$ cat src/rtl/ql_ps2_keybuf.sv
// PS/2 keyboard receiver for the QL core: synchronises the PS/2 pair, decodes frames,
// folds E0/F0 prefixes into key events and queues them in a first-word fall-through FIFO.
module ql_ps2_keybuf #(
  parameter int unsigned FIFO_AW = 3,
  parameter int unsigned TIMEOUT = 4095
) (
  input  logic       clk,
  input  logic       reset_n,
  input  logic       ps2_kbd_clk,
  input  logic       ps2_kbd_data,
  input  logic       rd,
  input  logic       overflow_clr,
  output logic [9:0] dout,
  output logic       empty,
  output logic       overflow,
  output logic       frame_err
);

  localparam int unsigned Depth = 1 << FIFO_AW;
  localparam int unsigned TW    = $clog2(TIMEOUT + 1);

  typedef enum logic [1:0] {StIdle, StData, StParity, StStop} rx_state_e;

  // Synchroniser flops reset to the idle-high line level so reset never fakes an edge
  logic clk_s1_q, clk_s2_q, clk_prev_q, dat_s1_q, dat_s2_q;
  logic fall;

  always_ff @(posedge clk) begin
    if (!reset_n) begin
      clk_s1_q   <= 1'b1;
      clk_s2_q   <= 1'b1;
      clk_prev_q <= 1'b1;
      dat_s1_q   <= 1'b1;
      dat_s2_q   <= 1'b1;
    end else begin
      clk_s1_q   <= ps2_kbd_clk;
      clk_s2_q   <= clk_s1_q;
      clk_prev_q <= clk_s2_q;
      dat_s1_q   <= ps2_kbd_data;
      dat_s2_q   <= dat_s1_q;
    end
  end

  assign fall = clk_prev_q & ~clk_s2_q;

  rx_state_e       state_q, state_d;
  logic [2:0]      bitcnt_q, bitcnt_d;
  logic [7:0]      shift_q, shift_d;
  logic            par_q, par_d;
  logic [TW-1:0]   to_q, to_d;
  logic            byte_valid_q, byte_valid_d;
  logic            frame_err_q, frame_err_d;

  always_comb begin
    state_d      = state_q;
    bitcnt_d     = bitcnt_q;
    shift_d      = shift_q;
    par_d        = par_q;
    to_d         = to_q;
    byte_valid_d = 1'b0;
    frame_err_d  = 1'b0;
    if (fall) begin
      to_d = '0;
      unique case (state_q)
        StIdle: begin
          if (!dat_s2_q) begin
            state_d  = StData;
            bitcnt_d = 3'd0;
          end
        end
        StData: begin
          shift_d  = {dat_s2_q, shift_q[7:1]};
          bitcnt_d = bitcnt_q + 3'd1;
          if (bitcnt_q == 3'd7) state_d = StParity;
        end
        StParity: begin
          par_d   = dat_s2_q;
          state_d = StStop;
        end
        StStop: begin
          // Odd parity over data plus parity bit, and a high stop bit
          if ((^{shift_q, par_q}) && dat_s2_q) byte_valid_d = 1'b1;
          else                                 frame_err_d  = 1'b1;
          state_d = StIdle;
        end
        default: state_d = StIdle;
      endcase
    end else if (state_q == StIdle) begin
      to_d = '0;
    end else if (to_q == TW'(TIMEOUT)) begin
      state_d     = StIdle;
      frame_err_d = 1'b1;
      to_d        = '0;
    end else begin
      to_d = to_q + TW'(1);
    end
  end

  always_ff @(posedge clk) begin
    if (!reset_n) begin
      state_q      <= StIdle;
      bitcnt_q     <= '0;
      shift_q      <= '0;
      par_q        <= 1'b0;
      to_q         <= '0;
      byte_valid_q <= 1'b0;
      frame_err_q  <= 1'b0;
    end else begin
      state_q      <= state_d;
      bitcnt_q     <= bitcnt_d;
      shift_q      <= shift_d;
      par_q        <= par_d;
      to_q         <= to_d;
      byte_valid_q <= byte_valid_d;
      frame_err_q  <= frame_err_d;
    end
  end

  assign frame_err = frame_err_q;

  // Prefix decoder; shift_q still holds the received byte while byte_valid_q is high
  logic       ext_q, ext_d, rel_q, rel_d;
  logic       push;
  logic [9:0] push_data;

  always_comb begin
    ext_d     = ext_q;
    rel_d     = rel_q;
    push      = 1'b0;
    push_data = {rel_q, ext_q, shift_q};
    if (byte_valid_q) begin
      unique case (shift_q)
        8'hE0: ext_d = 1'b1;
        8'hF0: rel_d = 1'b1;
        8'h00, 8'hFF: begin
          ext_d = 1'b0;
          rel_d = 1'b0;
        end
        default: begin
          push  = 1'b1;
          ext_d = 1'b0;
          rel_d = 1'b0;
        end
      endcase
    end
  end

  logic [FIFO_AW:0] wptr_q, wptr_d, rptr_q, rptr_d;
  logic [9:0]       mem_q [Depth];
  logic             full, pop_ok, push_ok, drop;
  logic             overflow_q, overflow_d;

  assign empty   = (wptr_q == rptr_q);
  assign full    = (wptr_q[FIFO_AW] != rptr_q[FIFO_AW]) &&
                   (wptr_q[FIFO_AW-1:0] == rptr_q[FIFO_AW-1:0]);
  assign pop_ok  = rd && !empty;
  assign push_ok = push && (!full || pop_ok);
  assign drop    = push && full && !pop_ok;

  always_comb begin
    wptr_d     = wptr_q;
    rptr_d     = rptr_q;
    overflow_d = overflow_q;
    if (push_ok) wptr_d = wptr_q + (FIFO_AW + 1)'(1);
    if (pop_ok)  rptr_d = rptr_q + (FIFO_AW + 1)'(1);
    if (drop)              overflow_d = 1'b1;
    else if (overflow_clr) overflow_d = 1'b0;
  end

  always_ff @(posedge clk) begin
    if (!reset_n) begin
      ext_q      <= 1'b0;
      rel_q      <= 1'b0;
      wptr_q     <= '0;
      rptr_q     <= '0;
      overflow_q <= 1'b0;
    end else begin
      ext_q      <= ext_d;
      rel_q      <= rel_d;
      wptr_q     <= wptr_d;
      rptr_q     <= rptr_d;
      overflow_q <= overflow_d;
    end
  end

  // Storage needs no reset: dout is masked while the pointers say empty
  always_ff @(posedge clk) begin
    if (push_ok) mem_q[wptr_q[FIFO_AW-1:0]] <= push_data;
  end

  assign dout     = empty ? 10'd0 : mem_q[rptr_q[FIFO_AW-1:0]];
  assign overflow = overflow_q;

endmodule

$ cat config.mk
export PLATFORM = sky130hd
export DESIGN_NAME = ql_ps2_keybuf
export DESIGN_NICKNAME = d
export VERILOG_FILES = /design/src/rtl/ql_ps2_keybuf.sv
export SDC_FILE = /design/constraint.sdc
export NUM_CORES = 1
export LEC_CHECK = 0
export ABC_CLOCK_PERIOD_IN_PS = 6000
export BUFFER_PORTS_ARGS = -buffer_cell sky130_fd_sc_hd__buf_4
export CAP_MARGIN = 40
export CORE_UTILIZATION = 35
export CTS_BUF_LIST = sky130_fd_sc_hd__clkbuf_4
export DETAILED_ROUTE_END_ITERATION = 16
export SLEW_MARGIN = 15
export SYNTH_ARGS = -nofsm -noshare
export SYNTH_HDL_FRONTEND = slang
export SYNTH_SLANG_ARGS = --single-unit
$ cat constraint.sdc
create_clock -name clk -period 6 [get_ports clk]
set_clock_uncertainty 0.1 [all_clocks]
set_input_delay 1.2 -clock clk [delete_from_list [all_inputs] [get_ports clk]]
set_output_delay 1.2 -clock clk [all_outputs]
set_load 0.01 [all_outputs]
==> impl_results.md <==
- Status: complete, no violations
- Crit end category: output pin
- Fraction of final layout cells sized beyond drive strength 1: a little under a quarter
- FF-to-FF setup slack: roughly 3.4 ns
- Max layer used: met4
- P_int: approximately 1.3 mW
- Least-Margin Pin Slew: ~0.69 ns
- Setup_tns: 0 ns
- P&R area growth vs syn: 13.4%
- Port Buffers: 18
- Sw Share: a little over a fifth
- GP Congestion: about 0.74
- Pre-CTS setup slack: 2.83 ns
- Power per cell area: between 200 and 300 mW/mm^2
- Yosys reg bits: 127
- CTS tree: built
- Slowest-stage cell, CP: and4b_1
- CP Launch Type: flop
- GRT Resource Usage Total: approximately an eighth
- WL met2: roughly 4.6 mm
- Worst R2R End: mem_q[6][3]
- Ys Warns: 0
- Ant diodes: 0
- Worst Setup Slack, final: 2.43 ns
- Max Cap Viol: 0
- Root Buffer: clkbuf_4
- Worst Path Arrival: between 2 and 2.5 ns
- CTS hold repair buffers: 0
- Iteration-0 DRC Markers: about 230
- WP depth: 4
- Drt wl/cell: 15.7 um
- Core region area: between 0.01 and 0.015 mm^2
- Cts bufs inserted: 17
- Maximum vdd ir drop: between 0.1 and 0.15 mV
- Multiplexer share of the synthesized area: roughly 13%
- Yosys cell types: a little under 50
- RSZ-0062 raised after global routing: false
- Combinational share of power: 1.8%
- Ys async rst share: 0%
- Syn avg cell area: around 14 um^2
- Post-synth EDFFs: 80
- Crit-path cells: xnor2_1 > and4b_1 > nor2_1 > buf_4
- Slowest cell delay on critical path: ~0.65 ns
- Pleak: around 2.1 nW
- Setup Fix Bufs, Post-CTS: 0
- Buffers and inverters on the worst path: 1
- Simple-gate portion of the synthesized area: 11.9%
- Kind of critical path: reg2out
- R2R Path Start: shift_q[5]
- First-pass GRT wire length: approximately 15 mm
- DR WL met3: around 290 um
- Post-synth top flop: edfxtp_1
- Vias in the first global route: slightly below 3000
- Top Family by Delay on Critical Path: simple AND/OR/NAND/NOR gates
- # clock sinks: between 100 and 150
- Clk Latency, worst-skew pair: around 0.52 ns
- DIE AREA: roughly 0.015 mm^2
- Fin crit period: roughly 3.6 ns
- Total iterations of the first detailed-routing run: 4
- Initial antenna violation count: 0
- Period utilization: approximately three fifths
- Synth Area in Compound Gates: just under 3%
- Die Ht: about 120 um
- Final hold vios: 0
- Clock power share: about two fifths
- Hpwl dp: roughly 6 mm
- Routed WL: ~9.4 mm
- Crit path max fanout: 13
- Slew HR: a little over half
- Mapped Area: between 0.005 and 0.006 mm^2
- CP startpoint: wptr_q[1]
- Vias: just under 3000
- Clock Path Buffers: 2
- Sequential share of the synthesized area: 63.8%
- Chip Width: around 120 um
- Setup crit end: dout[4]
- CTS H-Tree Depth: 4
- Sw power: around 0.34 mW
- Top Ports: 19
- Critical Path RT: ~4.7 ns
- XOR/XNOR share of the synthesized area: ~4.3%
- Via density: slightly below 5
- Syn Nets: between 300 and 400
- Cells after Synth: about 370
- Initial Util: approximately 36%
- Post-DRT Antenna Nets: 0
- Post-Synth Adder-Cell Area: 2.15%
- Reg2Reg Depth: 6
- Fmax achieved: between 200 and 300 MHz
- DRC: 0
- Hold/Removal Path Class: reg2reg
- Part of the power in registers: between 50% and 60%
- Largest family of logic cells by synthesized area: multiplexers
- Final setup vio count: 0
- Nets: 415
- Largest net degree at the start of global routing: 22
- Met1 Wirelength: 4.32 mm
- Post_cts resized: 0
- Std-Cell Rows: 44
- GRT overflow: 0
- CTS clk-pin slew, worst paths: 0.11 ns
- Slew Limit Fails: 0
synth_stat cells, drive strengths merged, types with 2 or more instances:
cell type  count  area, um^2
a21o           2        15.0
a21oi          8        40.0
a22oi          2        15.0
a31oi          2        12.5
and3           2        12.5
buf            9        56.3
clkbuf         6        23.8
dfxtp         47         941
edfxtp        80        2400
ha             9         113
inv           11        41.3
mux2i         21         210
mux4          20         450
nand2         18        70.1
nand2b        12        75.1
nand3         12        70.1
nand3b         2        15.0
nand4          2        12.5
nor2          47         196
nor3           6        35.0
nor4           4        25.0
o211ai         2        15.0
o21ai          5        25.0
or2            2        15.0
xnor2         16         140
xor2           7        61.3
routing by layer:
layer	up-vias	track usage, %
li1	1413	-
met3	13	3.52
met1	1445	15.6
met2	33	21.3
met5	-	0
met4	0	6.17
layout make-up:
| cell class | instances | area (um^2) |
|---|---|---|
| fill | 1331 | 8650 |
| sequential | 127 | 3340 |
| multi-input combinational | 215 | 1780 |
| tap | 184 | 230 |
| timing repair buffer | 28 | 221 |
| clock inverter | 14 | 189 |
| clock buffer | 18 | 135 |
| inverter | 11 | 41.3 |
how the worst min path moves through the flow:
stage | slack [ns] | to | startpoint | depth (start not counted)
CTS | 0.33 | dat_s2_q | dat_s1_q | 1
global route | 0.35 | dat_s2_q | dat_s1_q | 1
detailed placement | 0.30 | dat_s2_q | dat_s1_q | 1
floorplan | 0.29 | clk_s2_q | clk_s1_q | 1
finish | 0.32 | dat_s2_q | dat_s1_q | 1
global placement | 0.29 | dat_s2_q | dat_s1_q | 1
logic make-up (layout without fill, tap and decap cells):
kind of cell,after synthesis,after routing
buffers and inverters,26,71
and+or+nand+nor,116,116
AOI/OAI and AO/OA,25,25
xor gates and xnor gates,24,24
DFF,127,127
adders and majority gates,9,9
muxes,41,41
placed cells by master (no fill, tap or decap), types with 2 or more instances in the layout:
cell type	synthesis	routed
ha_1	9	9
xnor2_1	16	16
a21o_1	2	2
a22oi_1	2	2
clkinv_2	0	3
xor2_1	7	7
buf_4	0	26
edfxtp_1	80	80
dfxtp_1	47	47
a31oi_1	2	2
nand2b_1	12	12
mux2i_1	21	21
inv_6	0	3
nand4_1	2	2
a21oi_1	8	8
o211ai_1	2	2
o21ai_1	2	2
nand2_1	17	17
inv_1	11	11
and3_1	2	2
bufinv_16	0	4
clkbuf_4	0	18
nor2_1	39	39
nand3_2	2	2
nor2_2	8	8
nand3_1	10	10
nor4_1	4	3
clkinvlp_4	0	2
nor3_1	5	5
nand3b_1	2	2
o21ai_0	3	3
mux4_2	20	20
stage by stage:
step	util [%]	area, um^2	cells	hold slack [ns]	power [mW]
after CTS	40.7	5930	596	0.328	1.63
after global placement	38.2	5570	560	0.293	0.974
after detailed placement	38.4	5610	564	0.302	0.974
after floorplan	-	5240	368	0.286	0.968
after global routing	40.7	5940	597	0.347	1.67
final	40.7	5940	597	0.322	1.61
power groups by stage:
stage                     Clock (mW)  Combinational, mW  Sequential, mW
after floorplan                    0             0.0249           0.943
after global placement             0             0.0296           0.944
after detailed placement           0             0.0300           0.944
after CTS                      0.677             0.0302           0.924
after global routing           0.708             0.0338           0.925
final                          0.658             0.0297           0.924
registers in the layout, indices dropped and copies added (netlist names), 2 cells and up, named ones only:
register / flops
bitcnt_q: 3
mem_q: 80
rptr_q: 4
shift_q: 8
state_q: 2
to_q: 12
wptr_q: 4
Power figures use the tool's default switching activity.
